`config.mk`:
```
export PLATFORM = sky130hd
export DESIGN_NAME = decoder_scan_flat
export DESIGN_NICKNAME = d
export VERILOG_FILES = /design/src/rtl/decoder_scan_if.sv /design/src/rtl/decoder_scan.sv /design/src/flat_wrapper.sv
export SDC_FILE = /design/constraint.sdc
export NUM_CORES = 1
export LEC_CHECK = 0
export BUFFER_PORTS_ARGS = -buffer_cell sky130_fd_sc_hd__buf_2
export CAP_MARGIN = 20
export CELL_PAD_IN_SITES_DETAIL_PLACEMENT = 1
export CELL_PAD_IN_SITES_GLOBAL_PLACEMENT = 1
export CORE_MARGIN = 2
export CORE_UTILIZATION = 35
export CTS_CLUSTER_DIAMETER = 80
export DETAILED_ROUTE_END_ITERATION = 8
export PLACE_DENSITY_LB_ADDON = 0.1
export SLEW_MARGIN = 30
export SYNTH_ARGS = -nofsm -noshare
export SYNTH_HDL_FRONTEND = slang
export SYNTH_SLANG_ARGS = --single-unit
```
`constraint.sdc`:
```
create_clock -name clk -period 1.42 [get_ports clk]
set_input_delay 0 -clock clk [delete_from_list [all_inputs] [get_ports clk]]
set_output_delay 0 -clock clk [all_outputs]
set_load 0.01 [all_outputs]
```
`src/rtl/decoder_scan_if.sv`:
```
// Decoder/scan bus: controller drives en/mode/s, decoder returns registered y/idx/wrap.
interface decoder_scan_if #(
  parameter int N = 4
);
  logic             en;
  logic             mode;
  logic [N-1:0]     s;
  logic [2**N-1:0]  y;
  logic [N-1:0]     idx;
  logic             wrap;

  modport master (
    output en, mode, s,
    input  y, idx, wrap
  );

  modport slave (
    input  en, mode, s,
    output y, idx, wrap
  );
endinterface

```
`src/rtl/decoder_scan.sv`:
```
// N-to-2**N decoder with DIRECT (decode s) and SCAN (auto-step every DIV enabled cycles) modes.
// Outputs registered, 1-cycle latency; no backpressure, en=0 blanks y and freezes scan state.
module decoder_scan #(
  parameter int N          = 4,
  parameter int DIV        = 4,
  parameter int ACTIVE_LOW = 0
) (
  input  logic           clk,
  input  logic           rst_n,
  decoder_scan_if.slave  bus
);
  localparam int W  = 2**N;
  localparam int PW = (DIV > 1) ? $clog2(DIV) : 1;

  localparam logic [W-1:0]  INACTIVE   = (ACTIVE_LOW != 0) ? '1 : '0;
  localparam logic [W-1:0]  LSB_ONE    = W'(1);
  localparam logic [N-1:0]  IDX_ONE    = N'(1);
  localparam logic [PW-1:0] PRESC_ONE  = PW'(1);
  localparam logic [PW-1:0] PRESC_LAST = PW'(DIV - 1);

  typedef enum logic {
    ST_DIRECT = 1'b0,
    ST_SCAN   = 1'b1
  } state_t;

  state_t        state;
  logic [PW-1:0] presc;

  function automatic logic [W-1:0] decode(input logic [N-1:0] i);
    return (LSB_ONE << i) ^ INACTIVE;
  endfunction

  always_ff @(posedge clk or negedge rst_n) begin
    if (!rst_n) begin
      state    <= ST_DIRECT;
      presc    <= '0;
      bus.idx  <= '0;
      bus.y    <= INACTIVE;
      bus.wrap <= 1'b0;
    end else begin
      bus.wrap <= 1'b0;
      if (!bus.mode) begin
        state <= ST_DIRECT;
        presc <= '0;
        if (bus.en) begin
          bus.idx <= bus.s;
          bus.y   <= decode(bus.s);
        end else begin
          bus.y   <= INACTIVE;
        end
      end else if (state == ST_DIRECT) begin
        // Entering SCAN always latches the start index, even while disabled.
        state   <= ST_SCAN;
        presc   <= '0;
        bus.idx <= bus.s;
        bus.y   <= bus.en ? decode(bus.s) : INACTIVE;
      end else if (bus.en) begin
        if (presc == PRESC_LAST) begin
          presc    <= '0;
          bus.idx  <= bus.idx + IDX_ONE;
          bus.y    <= decode(bus.idx + IDX_ONE);
          bus.wrap <= &bus.idx;
        end else begin
          presc    <= presc + PRESC_ONE;
          bus.y    <= decode(bus.idx);
        end
      end else begin
        bus.y <= INACTIVE;
      end
    end
  end
endmodule

```
`src/flat_wrapper.sv`:
```
// flat-port wrapper written by rule: the top's interface ports become plain ports
module decoder_scan_flat 
#(
  parameter int N          = 4,
  parameter int DIV        = 4,
  parameter int ACTIVE_LOW = 0
)
  (clk, rst_n, bus_en, bus_mode, bus_s, bus_y, bus_idx, bus_wrap);
  decoder_scan_if #(.N(N)) bus_i ();
  input  logic clk;
  input  logic rst_n;
  input wire logic [$bits(bus_i.en)-1:0] bus_en;
  input wire logic [$bits(bus_i.mode)-1:0] bus_mode;
  input wire logic [$bits(bus_i.s)-1:0] bus_s;
  output wire logic [$bits(bus_i.y)-1:0] bus_y;
  output wire logic [$bits(bus_i.idx)-1:0] bus_idx;
  output wire logic [$bits(bus_i.wrap)-1:0] bus_wrap;
  assign bus_i.en = bus_en;
  assign bus_i.mode = bus_mode;
  assign bus_i.s = bus_s;
  assign bus_y = bus_i.y;
  assign bus_idx = bus_i.idx;
  assign bus_wrap = bus_i.wrap;
  decoder_scan #(.N(N), .DIV(DIV), .ACTIVE_LOW(ACTIVE_LOW)) u_core (.clk(clk), .rst_n(rst_n), .bus(bus_i));
endmodule
```
==> qor.txt, run 1 <==
Total GRT Usage = 17.1%
initial DRC count = 23
min-delay worst type = input pin to flop
PD cells = 959 mW/mm²
antenna violation net count after detailed routing = 0
crit path DAT = 1.72 ns
WS Path Type = flop to flop
largest net degree at the start of global routing = 25
vias in the first global route = 1098
detailed-route via count = 1089
cell area after synthesis = 0.00122 mm²
critical path required time = 1.66 ns
CP max FO = 5
most frequent cells in the layout = 28 x buf_2, 20 x dfrtp_1, 13 x buf_4
Post-Synth Adder-Cell Area = 3.08%
drt drc = 0
Die ar. = 0.00397 mm²
TritonCTS clock tree = built
Power, Total = 0.00163 W
ys flop type = dfrtp_1
layout cell share with drive strength beyond 1 = 47.8%
Slew Limit Fails = 0
Reg clk slew, reported paths = 0.13 ns
post-synthesis compound-gate area fraction = 17.6%
hpwl dp = 2430 µm
total routed wirelength = 3180 µm
row count = 21
Num CTS Buffers = 3
Placer Congestion = 0.819
Synth Instances = 118
most common cell after layout, fill and taps aside = buf_2
Final WS setup = -0.0639 ns
slew of the pin with the lowest slew margin = 0.521 ns
Bufs on Longest Clock Path = 2
mux contribution to synthesized area = 4.92%
synth warn = 0
Core Region = 0.00334 mm²
worst skew pair latency = 0.32 ns
fin nets = 173
EDFF count, synth = 0
Mean Syn Cell Area = 10.3 µm²
Synth Area in Simple Gates = 16.1%
Worst setup SP type = flop
DRT Pass-1 Iters = 4
RSZ-0062 raised after global routing = yes
clock skew = 0.00642 ns
first-pass GRT wire length = 5270 µm
final core occ = 51.0%
ys async rst share = 100%
clock sink total = 24
PortBufs = 28
#FFs+latches synth = 24
Vias/cell = 5.26
worst hold slack = 0.0212 ns
maximum clock rate = 674 MHz
htree depth = 1
Root Buffer Master = clkbuf_4
max_cap viols = 0
Yosys cell types = 33
XOR/XNOR Fraction of Synth Area = 3.59%
Net Count, Synth = 129
io pins = 29
post-DR wirelength/cell = 15.4 µm
static leakage = 0.787 nW
minimum clock period after layout = 1.48 ns
endpoints failing setup = 13
dpl cells = 198
status = finished, violations left
non-filler cells, final = 207
final hold violation count = 0
initial antenna violation count = 0
Setup WS pre-CTS = -0.0608 ns
failing checks = setup timing
Seq/Total Area, Yosys = 49.2%
total gr overflow = 0
largest family of logic cells by synthesized area = compound AO/OA/AOI/OAI gates
chip height = 63.0 µm
initial core utilization = 36.6%
Die X = 63.0 µm
Syn-to-layout area delta = 39.4%
# diodes = 0
CP endpoint kind = flop
fin crit share = 104%
slew margin rel. = 65.3%
Max IR drop VDD = 0.419 mV
final cells by class:
class | instances | area (µm²)
fill | 399 | 1640
clock buffer | 4 | 36.3
inverter | 2 | 7.51
sequential | 24 | 606
multi-input combinational | 85 | 702
timing repair buffer | 46 | 292
tap | 46 | 57.6
worst paths after layout:
kind / start / endpoint / slack (ns) / cells after the start
max: u_core.presc[1] / u_core.bus.y[8] / -0.06 / 6
min: bus_s[0] / u_core.bus.idx[0] / 0.02 / 3
max reg2reg: u_core.presc[1] / u_core.bus.y[8] / -0.06 / 6
min reg2reg: u_core.presc[1] / u_core.presc[1] / 0.63 / 2
max in group asynchronous: rst_n / u_core.bus.idx[1] / 0.88 / 2
min in group asynchronous: rst_n / u_core.bus.y[10] / 0.16 / 2
synth_stat cells (3+ instances only):
cell      instances  area [µm²]
dfrtp_1          24         601
o22ai_1          15        93.8
nand2_1          12        45.0
nor2_1           10        37.5
mux2i_1           6        60.1
o21ai_0           5        25.0
nand2b_1          4        25.0
a21oi_1           3        15.0
buf_2             3        15.0
ha_1              3        37.5
nand4b_1          3        26.3
xnor2_1           3        26.3
sequential cells by signal (all words and copies together) (netlist names):
name / flops
u_core.presc: 2
u_core.state: 1
u_core.bus.idx: 4
u_core.bus.wrap: 1
u_core.bus.y: 16
critical path, stage by stage, from the launching register on:
cell and delay (ns):
dfrtp_2 0.47, ha_4 0.20, buf_4 0.15, nand2_1 0.09
nand2_1 0.06, o22a_2 0.25, o22ai_1 0.17
layer usage:
metal	vias up	share of wire, %	GRT usage [%]
met5	-	0	0
met4	0	2.0	7.22
met3	7	4.2	2.70
met2	27	52	31.3
met1	536	42	19.5
li1	519	-	-
power breakdown:
part	leakage (nW)	switching [W]	internal [W]
sequential	0.317	0.0000342	0.000719
combinational	0.448	0.000276	0.000239
clock	0.0210	0.000205	0.000157
through the flow:
| stage | instance area, µm² | TNS (ns) |
|---|---|---|
| after floorplan | 1240 | -0.0174 |
| after global placement | 1470 | -0.0723 |
| after detailed placement | 1470 | -0.407 |
| after CTS | 1560 | -0.469 |
| after global routing | 1700 | -1.71 |
| final | 1700 | -0.380 |
logic make-up after synthesis:
logic type | count (synthesis)
DFF | 24
AOI/OAI and AO/OA | 32
buffers and inverters | 9
xor gates and xnor gates | 5
adders and majority gates | 3
muxes | 6
and+or+nand+nor | 39
what timing repair did:
item                       CTS  global route
pin swaps                    2             2
setup endpoints to repair   20            20
hold endpoints to repair    26             0
setup buffers                0             3
gates resized for setup      7            23
hold buffers                 2             0
(Power assumes the default switching activity.)
==> run 2, diff against run 1 <==
CORE_MARGIN = 1.5   (was 2)
CORE_UTILIZATION = 36   (was 35)
==> run 2 against run 1 <==
Compared with the run above: the run still ends with setup timing left; die area is 5.7% lower; wire length is 5.8% higher; sequential cell count stayed put; clock power hardly changed; combinational power is 7.2% lower; final cell count is 2.9% lower; maximum frequency is 1.8% lower; final area is 4.9% lower; non-clock buffer count is 4 lower; sequential power is 0.7% lower.
==> qor.txt, run 2 (synthesis results as in run 1) <==
status = finished, violations left
failing checks = setup timing
crit path cell chain = ha_4 > mux2i_1 > and4_4 > nand2_2 > o32ai_2
maximum clock rate = 662 MHz
Core Region = 0.00313 mm²
layout cell share with drive strength beyond 1 = 43.9%
worst reg2reg path depth = 5
Vias/cell = 5.36
hpwl dp = 2560 µm
TritonCTS clock tree = built
Slew Limit Fails = 0
clock power share = 23.0%
PD cells = 983 mW/mm²
RSZ-0062 raised after global routing = yes
largest net degree at the start of global routing = 25
capture point of the worst reg-to-reg path = u_core.bus.y[12]
slew margin rel. = 66.0%
Die ar. = 0.00375 mm²
initial core utilization = 39.0%
FF-to-FF Start = u_core.bus.idx[0]
antenna violation net count after detailed routing = 0
WS Path Type = flop to flop
final hold violation count = 0
total routed wirelength = 3370 µm
Syn-to-layout area delta = 32.6%
flop2flop setup slack = -0.09 ns
combinational power share = 30.0%
worst skew pair latency = 0.31 ns
critical path required time = 1.65 ns
Largest Register = u_core.bus.y
drt drc = 0
Sw Pwr = 0.000506 W
max_cap viols = 0
CP max FO = 4
fin nets = 169
Hold EP = u_core.bus.idx[1]
initial DRC count = 28
endpoints failing setup = 13
Sequential Power Share = 47.0%
Bufs on Longest Clock Path = 2
fin crit share = 106%
hold path cells = 3
clock sink total = 24
most frequent cells in the layout = 28 x buf_2, 20 x dfrtp_1, 11 x nand2_1, 11 x buf_4, 9 x nor2_1
max reg flops = 16
chip height = 61.2 µm
worst hold slack = 0.0623 ns
CP endpoint kind = flop
slew of the pin with the lowest slew margin = 0.510 ns
Num CTS Buffers = 3
vias in the first global route = 1087
CP max stage delay = 0.45 ns
slowest CP cell = dfrtp_2
DRT Pass-1 Iters = 4
post-CTS setup buffers = 0
Hold Crit Start = bus_s[1]
Final WS setup = -0.0906 ns
Placer Congestion = 0.870
dpl cells = 195
crit path DAT = 1.74 ns
Worst setup SP type = flop
Setup WS pre-CTS = -0.104 ns
first-pass GRT wire length = 5260 µm
final core occ = 51.7%
Die X = 61.2 µm
minimum clock period after layout = 1.51 ns
row count = 20
Power, Total = 0.00159 W
largest registers = u_core.bus.y (16), u_core.bus.idx (4), u_core.presc (2)
Reg clk slew, reported paths = 0.14 ns
# diodes = 0
most common cell after layout, fill and taps aside = buf_2
clock skew = 0.00480 ns
Total GRT Usage = 19.6%
io pins = 29
sw frac = 31.8%
Root Buffer Master = clkbuf_4
Max IR drop VDD = 0.410 mV
total gr overflow = 0
post-DR wirelength/cell = 16.7 µm
initial antenna violation count = 0
PortBufs = 28
static leakage = 0.751 nW
htree depth = 1
Internal = 0.00108 W
min-delay worst type = input pin to flop
detailed-route via count = 1077
non-filler cells, final = 201
## run 2: changes by cell type in the layout (fill, tap and decap cells not counted), sizes merged
cell  previous run  this run
buf             44        40
## run 2: metrics by stage
step / area, µm² / setup TNS (ns)
2_1_floorplan: 1240 / -0.0174
3_3_place_gp: 1460 / -0.0149
3_5_place_dp: 1460 / -0.670
4_1_cts: 1570 / -0.954
5_1_grt: 1620 / -1.89
6_report: 1620 / -0.668
## run 2: area by class of cell
cell class	instances	area [µm²]
fill	370	1510
inverter	2	7.51
multi-input combinational	85	659
timing repair buffer	42	254
tap	44	55.1
sequential	24	606
clock buffer	4	36.3
## run 2: timing repair
item / in CTS / in global routing
resized for setup: 9 / 13
hold buffers: 2 / 0
setup endpoints to repair: 20 / 20
pin swaps: 2 / 1
endpoints found under the hold margin: 25 / 0
## run 2: metal layers
metal	vias up	GRT usage (%)	routed length, µm
met4	0	5.90	42
li1	514	-	-
met5	-	0	0
met1	530	23.3	1450
met2	27	35.7	1770
met3	6	3.36	111
## run 2: worst max path at each step
stage	from	end
after global placement	u_core.bus.idx[0]	u_core.bus.y[12]
after floorplan	u_core.presc[0]	u_core.bus.y[12]
after detailed placement	u_core.presc[0]	u_core.bus.y[12]
after CTS	u_core.bus.idx[0]	u_core.bus.y[12]
final	u_core.bus.idx[0]	u_core.bus.y[12]
after global routing	u_core.bus.idx[0]	u_core.bus.y[12]
## run 2: worst max-delay path: cells and delay by family (launching register included)
| family | cells | cell delay, ns |
|---|---|---|
| adder cells (fa/ha/maj) | 1 | 0.25 |
| AND/OR/NAND/NOR | 2 | 0.34 |
| flip-flops | 1 | 0.45 |
| multiplexers | 1 | 0.17 |
| AO/OA/AOI/OAI | 1 | 0.22 |
## run 2: power groups by stage
stage / sequential [W] / clock [W] / combinational (W)
5_1_grt: 0.000753 / 0.000400 / 0.000521
3_5_place_dp: 0.000761 / 0 / 0.000434
6_report: 0.000748 / 0.000365 / 0.000478
4_1_cts: 0.000748 / 0.000377 / 0.000456
3_3_place_gp: 0.000756 / 0 / 0.000418
2_1_floorplan: 0.000776 / 0 / 0.000241
